File: src/rtl/ntt_input_packer_if.sv
// Stream bundle for the NTT input packer: scalar coefficient input side and
// 16-lane vector output side toward the radix-16 butterfly.
interface ntt_input_packer_if #(
  parameter int D_WIDTH = 64,
  parameter int LANES   = 16
);
  logic                     in_valid;
  logic                     in_ready;
  logic [D_WIDTH-1:0]       in_data;
  logic                     in_last;
  logic                     out_valid;
  logic                     out_ready;
  logic [LANES*D_WIDTH-1:0] out_vec;
  logic [4:0]               out_lanes;
  logic [7:0]               out_seq;

  modport slave (
    input  in_valid, in_data, in_last, out_ready,
    output in_ready, out_valid, out_vec, out_lanes, out_seq
  );

  modport master (
    output in_valid, in_data, in_last, out_ready,
    input  in_ready, out_valid, out_vec, out_lanes, out_seq
  );
endinterface

File: src/rtl/ntt_input_packer.sv
// Packs a natural-order coefficient stream into 16-lane vectors using two
// ping-pong banks; partial vectors (closed by in_last) are zero padded.
module ntt_input_packer #(
  parameter int D_WIDTH = 64,
  parameter int LANES   = 16
) (
  input  logic               clk,
  input  logic               rst,
  ntt_input_packer_if.slave  bus
);

  logic [D_WIDTH-1:0]       bank_data  [2][LANES];
  logic [4:0]               bank_lanes [2];
  logic [7:0]               bank_seq   [2];
  logic [1:0]               full;
  logic                     wr_bank;
  logic                     rd_bank;
  logic [3:0]               fill_cnt;
  logic [7:0]               seq_cnt;

  logic                     accept;
  logic                     close;
  logic                     consume;
  logic [LANES*D_WIDTH-1:0] vec;

  // A closing bank is never the one being consumed: wr_bank is empty, rd_bank full.
  always_comb begin
    accept  = bus.in_valid && !full[wr_bank];
    close   = accept && ((fill_cnt == 4'd15) || bus.in_last);
    consume = full[rd_bank] && bus.out_ready;
  end

  always_ff @(posedge clk) begin
    if (rst) begin
      full     <= '0;
      wr_bank  <= 1'b0;
      rd_bank  <= 1'b0;
      fill_cnt <= '0;
      seq_cnt  <= '0;
      for (int unsigned b = 0; b < 2; b++) begin
        bank_lanes[b] <= '0;
        bank_seq[b]   <= '0;
        for (int unsigned k = 0; k < LANES; k++) begin
          bank_data[b][k] <= '0;
        end
      end
    end else begin
      if (accept) begin
        bank_data[wr_bank][fill_cnt] <= bus.in_data;
        if (close) begin
          full[wr_bank]       <= 1'b1;
          bank_lanes[wr_bank] <= {1'b0, fill_cnt} + 5'd1;
          bank_seq[wr_bank]   <= seq_cnt;
          seq_cnt             <= seq_cnt + 8'd1;
          fill_cnt            <= '0;
          wr_bank             <= ~wr_bank;
        end else begin
          fill_cnt <= fill_cnt + 4'd1;
        end
      end
      if (consume) begin
        full[rd_bank] <= 1'b0;
        rd_bank       <= ~rd_bank;
      end
    end
  end

  // Lanes beyond the closed count are masked, so leftovers from an earlier,
  // longer vector in the same bank never reach the butterfly.
  always_comb begin
    vec = '0;
    for (int unsigned k = 0; k < LANES; k++) begin
      if (full[rd_bank] && (5'(k) < bank_lanes[rd_bank])) begin
        vec[k*D_WIDTH +: D_WIDTH] = bank_data[rd_bank][k];
      end
    end
  end

  assign bus.in_ready  = !full[wr_bank];
  assign bus.out_valid = full[rd_bank];
  assign bus.out_vec   = vec;
  assign bus.out_lanes = bank_lanes[rd_bank];
  assign bus.out_seq   = bank_seq[rd_bank];

endmodule

File: src/flat_wrapper.sv
// flat-port wrapper written by rule: the top's interface ports become plain ports
module ntt_input_packer_flat 
#(
  parameter int D_WIDTH = 64,
  parameter int LANES   = 16
)
  (clk, rst, bus_in_valid, bus_in_data, bus_in_last, bus_out_ready, bus_in_ready, bus_out_valid, bus_out_vec, bus_out_lanes, bus_out_seq);
  ntt_input_packer_if #(.D_WIDTH(D_WIDTH), .LANES(LANES)) bus_i ();
  input  logic clk;
  input  logic rst;
  input wire logic [$bits(bus_i.in_valid)-1:0] bus_in_valid;
  input wire logic [$bits(bus_i.in_data)-1:0] bus_in_data;
  input wire logic [$bits(bus_i.in_last)-1:0] bus_in_last;
  input wire logic [$bits(bus_i.out_ready)-1:0] bus_out_ready;
  output wire logic [$bits(bus_i.in_ready)-1:0] bus_in_ready;
  output wire logic [$bits(bus_i.out_valid)-1:0] bus_out_valid;
  output wire logic [$bits(bus_i.out_vec)-1:0] bus_out_vec;
  output wire logic [$bits(bus_i.out_lanes)-1:0] bus_out_lanes;
  output wire logic [$bits(bus_i.out_seq)-1:0] bus_out_seq;
  assign bus_i.in_valid = bus_in_valid;
  assign bus_i.in_data = bus_in_data;
  assign bus_i.in_last = bus_in_last;
  assign bus_i.out_ready = bus_out_ready;
  assign bus_in_ready = bus_i.in_ready;
  assign bus_out_valid = bus_i.out_valid;
  assign bus_out_vec = bus_i.out_vec;
  assign bus_out_lanes = bus_i.out_lanes;
  assign bus_out_seq = bus_i.out_seq;
  ntt_input_packer #(.D_WIDTH(D_WIDTH), .LANES(LANES)) u_core (.clk(clk), .rst(rst), .bus(bus_i));
endmodule
File: config.mk
export PLATFORM = sky130hd
export DESIGN_NAME = ntt_input_packer_flat
export DESIGN_NICKNAME = d
export VERILOG_FILES = /design/src/rtl/ntt_input_packer_if.sv /design/src/rtl/ntt_input_packer.sv /design/src/flat_wrapper.sv
export SDC_FILE = /design/constraint.sdc
export NUM_CORES = 2
export LEC_CHECK = 0
export ABC_AREA = 1
export BUFFER_PORTS_ARGS = -buffer_cell sky130_fd_sc_hd__buf_2
export CELL_PAD_IN_SITES_DETAIL_PLACEMENT = 1
export CELL_PAD_IN_SITES_GLOBAL_PLACEMENT = 1
export CORE_AREA = 2 2 646 391
export DETAILED_ROUTE_END_ITERATION = 10
export DIE_AREA = 0 0 648 393
export PLACE_DENSITY_LB_ADDON = 0.12
export SLEW_MARGIN = 20
export SYNTH_ARGS = -nofsm -noshare
export SYNTH_HDL_FRONTEND = slang
export SYNTH_SLANG_ARGS = --single-unit
File: constraint.sdc
create_clock -name clk -period 9.36 [get_ports clk]
set_clock_uncertainty 0.1 [all_clocks]
set_input_delay 0 -clock clk [delete_from_list [all_inputs] [get_ports clk]]
set_output_delay 0 -clock clk [all_outputs]
set_load 0.05 [all_outputs]
# [Word level (Yosys, flattened, before mapping)]
# Memories as Yosys holds them, arrays and structs flattened. A register that Yosys moved wholly into a read port is not among the register bits.
# Index checks and enable logic that the tools add are counted.
[totals] regBits=16 output_inout_bits=1039 n_memories=3 inputBits=69 romBits=0 wordCells=123 mem_bits_rw=2074 latch_bits=0
[op_classes] shifts=0 add_sub_neg=3 eq_ne=1 n_reduce_logical=28 multipliers=0 div=0 n_bitwise=6 mux=55 order_cmp=22
[mem_list] memory="u_core.bank_data" depth=2 word_bits=1024 rd=1 rd_clocked_by_memory_dff=1 write_ports=2 line_no="ntt_input_packer.sv:12" text="logic [D_WIDTH-1:0] bank_data [2][LANES];"
[mem_list] memory="u_core.bank_seq" depth=2 word_bits=8 rd=1 rd_clocked_by_memory_dff=1 write_ports=2 line_no="ntt_input_packer.sv:14" text="logic [7:0] bank_seq [2];"
[mem_list] memory="u_core.bank_lanes" depth=2 word_bits=5 rd=1 rd_clocked_by_memory_dff=1 write_ports=2 line_no="ntt_input_packer.sv:13" text="logic [4:0] bank_lanes [2];"
[ops] op="two-way mux 1024 bit" n=3
[ops] op="two-way mux 64 bit" n=17
[ops] op="OR reduction 1024 bit" n=1
[ops] op="demux 64 bit (select 4 bit)" n=1
[ops] op="less-than comparator 4 x 5 -> 1 bit (first input constant)" n=8
[ops] op="two-way mux 1 bit" n=25
[ops] op="logical AND 1 bit" n=22
[ops] op="less-than comparator 3 x 5 -> 1 bit (first input constant)" n=4
[ops] op="less-than comparator 1 x 5 -> 1 bit (first input constant)" n=2
[ops] op="less-than comparator 2 x 5 -> 1 bit (first input constant)" n=2
[ops] op="adder 8 x 1 -> 8 bit (second input constant)" n=1
[ops] op="two-way mux 2 bit" n=4
[ops] op="two-way mux 8 bit" n=1
[ops] op="OR reduction 8 bit" n=1
[ops] op="adder 4 x 1 -> 5 bit (second input constant)" n=1
[ops] op="greater-or-equal comparator 5 bit (second input constant)" n=1
[ops] op="less-than comparator 5 x 1 -> 1 bit (second input constant)" n=1
[ops] op="two-way mux 5 bit" n=1
[ops] op="inverter 4 -> 5 bit" n=1
[ops] op="OR reduction 5 bit" n=1
[ops] op="adder 4 x 1 -> 4 bit (second input constant)" n=1
[ops] op="equality test 4 bit (second input constant)" n=1
[ops] op="less-than comparator 1 x 2 -> 1 bit (second input constant)" n=2
[ops] op="two-way mux 4 bit" n=1
[ops] op="other kinds (9)" n=12

# [Logic depth before layout (Yosys ltp)]
[depth] word_depth=11 depth_mapped=14 depth_no_buf=10

# [Worst setup path before layout]
# No wires, ideal clock.
[synth_path] kind="register -> register" startpoint="reg u_core.fill_cnt[0]" endpoint="mem u_core.bank_data[1][0] in the netlist's numbering, enable pin" stages_incl_launch_ff=7 t_arrival_ns=5.836 period_less_slack_ns=6.510 setup_time_ns=0.574 slack_ns=2.850 t_required_ns=8.686 path_buffers=1 path_cell_list="dfxtp_1 > ha_1 > nand3_1 > a21oi_1 > clkbuf_1 > nand2_1 > o21ai_0"
[synth_rtl] element="from (decl)" line_no="ntt_input_packer.sv:18" text="logic [3:0] fill_cnt;"
[synth_rtl] element="from (signal assigned)" line_no="ntt_input_packer.sv:58" text="fill_cnt <= fill_cnt + 4'd1;"
[synth_rtl] element="to (decl)" line_no="ntt_input_packer.sv:12"

==> results.cfg <==
[yosys]
yosys_warnings = 0
ys_ff_latch = 2091
seq_area_frac_synth = 0.744
ys.flop_type = edfxtp_1
syn_area_sq_mm = 0.0842
synthTopCellsByArea = edfxtp_1, nand2_1, nor2_1
async_reset_ff_frac = 0
synth_edf_count = 2074
avgSynthCellArea_sq_um = 11.7
yosys.area.top_type_share = 0.740
syn_nets = 7287
netlist.top_cell.by_area = edfxtp_1
synth_cell_types = 33
syn_inst = 7213

[floorplan]
die-area_sq_mm = 0.255
die_y_um = 393
num_rows = 142
ios = 1108
core_sq_mm = 0.249
dieWidth_um = 648
start_util = 0.339

[job]
max-cap-violations = 0

[sta]
tightest_slew_ns = 1.17
min_period_ns = 6.39
timing.slew.headroom = 0.218
hold_viol_final = 0
final.setup.worst_slack_ns = 2.97
tns_ns = 0
slew_viol_final = 0
max_freq_mhz = 156
rsz0062_at_grt = false
fin_crit_sh = 0.683
setup_viol = 0

[layout]
drive_gt1_frac = 0.204
multiInputGateArea_sq_mm = 0.0197
nFillCells = 26800
stdcell_area_sq_mm = 0.101
area_growth_pct = 20.5
nets = 8341
regArea_sq_mm = 0.0626

[clock_tree]
cts_resized = 0
numCtsBuffers = 213
cts.path.max_buffers = 4
numClockSinks = 2091
htreeDepth = 4
cts_root_buf = clkbuf_16
clkTransAtPathRegs_ns = 0.06
clock_latency_ns = 0.87
cts_tree = built
cts_hold_buf = 72
postCtsSetupRepairBufs = 0

[critical_path]
reg2regPathDepth = 9
critPathTopFamily = simple AND/OR/NAND/NOR gates
timing.critical_path.mode_cell = nand2_1
end_kind = output port
setup.worst_path.class = reg -> out
worstReg2RegStart = u_core.wr_bank
start_kind = flop
path_cells = inv_8, or2_1, o21ai_1, nand2_1, nand2_2, inv_2, nor2_4, buf_4, nand2_4, nand2_1, inv_1, buf_2
crit_slowest_cell = dfxtp_4
critPathMaxStageDelay_ns = 0.87
worstPathMaxFanout = 115
r2r-end = u_core.bank_data[0][63]
cp.arrival_ns = 6.29
rrSetupSlack_ns = 4.42
crit_required_ns = 9.26
worst-path-buf-inv = 5

[global_routing]
grtUsageTotal = 0.299
grt_pass1_vias = 61500
grt_max_degree = 116
antenna_found_initial = 65
gr-total-overflow = 0
grt_pass1_wl_mm = 524

[placement]
hpwl_mm = 247
pre_cts_ws_ns = 3.82
io_buffers = 1107
gp_congestion = 0.855
place_area_sq_mm = 0.0942

[min_path]
hp-start = bus_in_last
worstHoldPathCells = 7
hold_class = in -> reg
min_to = u_core.fill_cnt[1]

[routing]
first_iter_violations = 7757
top_layer_used = met5
drt-total-wl_mm = 393
ant_nets = 0
wl_met1_mm = 172
via_per_inst = 5.41
dr.pass1.iters = 5
route.detailed.wl_per_inst_um = 33.5
drc = 0
wl_met2_mm = 177
vias = 63500
dr_wl_met3_mm = 28.4

[power]
peakVddDrop_uv = 134
p_leak_nw = 40.5
powerDensity_mw_per_mm2 = 212

[status]
outcome = finished, final reports clean
state kept, by name (all words and copies together), names as in the netlist, named ones only:
register           count
u_core.bank_data    2048
u_core.bank_lanes     10
u_core.bank_seq       16
u_core.fill_cnt        4
u_core.full            2
u_core.rd_bank         1
u_core.seq_cnt         8
u_core.wr_bank         1
cell type report:
class | count | share of cell area
clock inverters | 112 | 0.00796
repair buffers | 1356 | 0.0777
clock buffers | 260 | 0.0549
inverters | 179 | 0.00679
diodes | 6 | 0.000148
multi-input cells | 4426 | 0.194
well taps | 3312 | 0.0409
flip-flops and latches | 2091 | 0.618
routing by layer:
layer / vias up / track usage
met4: 2 / 0.102
met2: 2859 / 0.464
met3: 506 / 0.0385
li1: 26500 / -
met1: 33700 / 0.433
met5: - / 0
kinds of logic after synthesis:
| kind of cell | synth area share |
|---|---|
| compound gates | 0.0533 |
| mux | 0.0152 |
| buf+inv | 0.0336 |
| simple gates | 0.153 |
| xor+xnor | 0.000416 |
| fa+ha+maj | 0.000743 |
| flops | 0.744 |
worst max-delay path by stage:
stage	start	depth (start not counted)	end	slack [ns]
floorplan	u_core.fill_cnt[0]	6	u_core.bank_data[1][0]	2.85
global placement	flop	12	bus_out_vec[180]	3.98
detailed placement	flop	12	bus_out_vec[190]	3.82
CTS	flop	12	bus_out_vec[190]	2.83
global route	flop	12	bus_out_vec[185]	2.55
finish	flop	12	bus_out_vec[190]	2.97
layout by cell type (no fill, tap or decap), drive strengths merged, types with 72 or more instances in the layout:
cell / n
nand2: 2019
dlygate4sd3: 72
mux2i: 128
nor2: 1334
inv: 137
a21oi: 854
buf: 1284
edfxtp: 2074
clkbuf: 260
clkinv: 141
tightest hold or removal path, stage by stage:
cell and delay [ns]:
dlygate4sd3_1 0.52, buf_2 0.17, inv_1 0.07, nand2_1 0.07, nor2_1 0.05, nand2_1 0.06
a21oi_1 0.05
power breakdown:
part / leakage [nW] / switching (mW) / internal [mW]
combinational: 15.9 / 1.99 / 0.355
sequential: 21.5 / 0.132 / 10.8
clock: 3.12 / 3.79 / 4.48
total: 40.5 / 5.91 / 15.6
cell usage after synthesis, types with 2 or more instances:
cell / count
nand2_1: 2017
o21ai_0: 24
or2_1: 3
clkbuf_1: 371
nor3_1: 12
buf_2: 119
nor2_1: 1333
o21ai_1: 5
dfxtp_1: 17
buf_1: 17
nand3_1: 27
a2bb2oi_1: 2
nand2_2: 2
mux2i_1: 128
ha_1: 5
inv_1: 105
xor2_1: 3
o21ai_2: 3
buf_4: 3
inv_2: 10
clkinv_1: 64
edfxtp_1: 2074
buf_6: 7
a21oi_1: 850
a21oi_2: 4
per-stage QoR:
stage	power, mW	instances	util	hold slack [ns]
4_1_cts	21.6	11700	0.407	0.00493
3_5_place_dp	13.4	11300	0.379	0.309
3_3_place_gp	13.4	11300	0.377	0.290
2_1_floorplan	12.3	7213	-	0.103
6_report	21.5	11700	0.408	0.0695
5_1_grt	22.1	11700	0.408	0.0698
No activity file was read; power rests on OpenSTA's default activity.
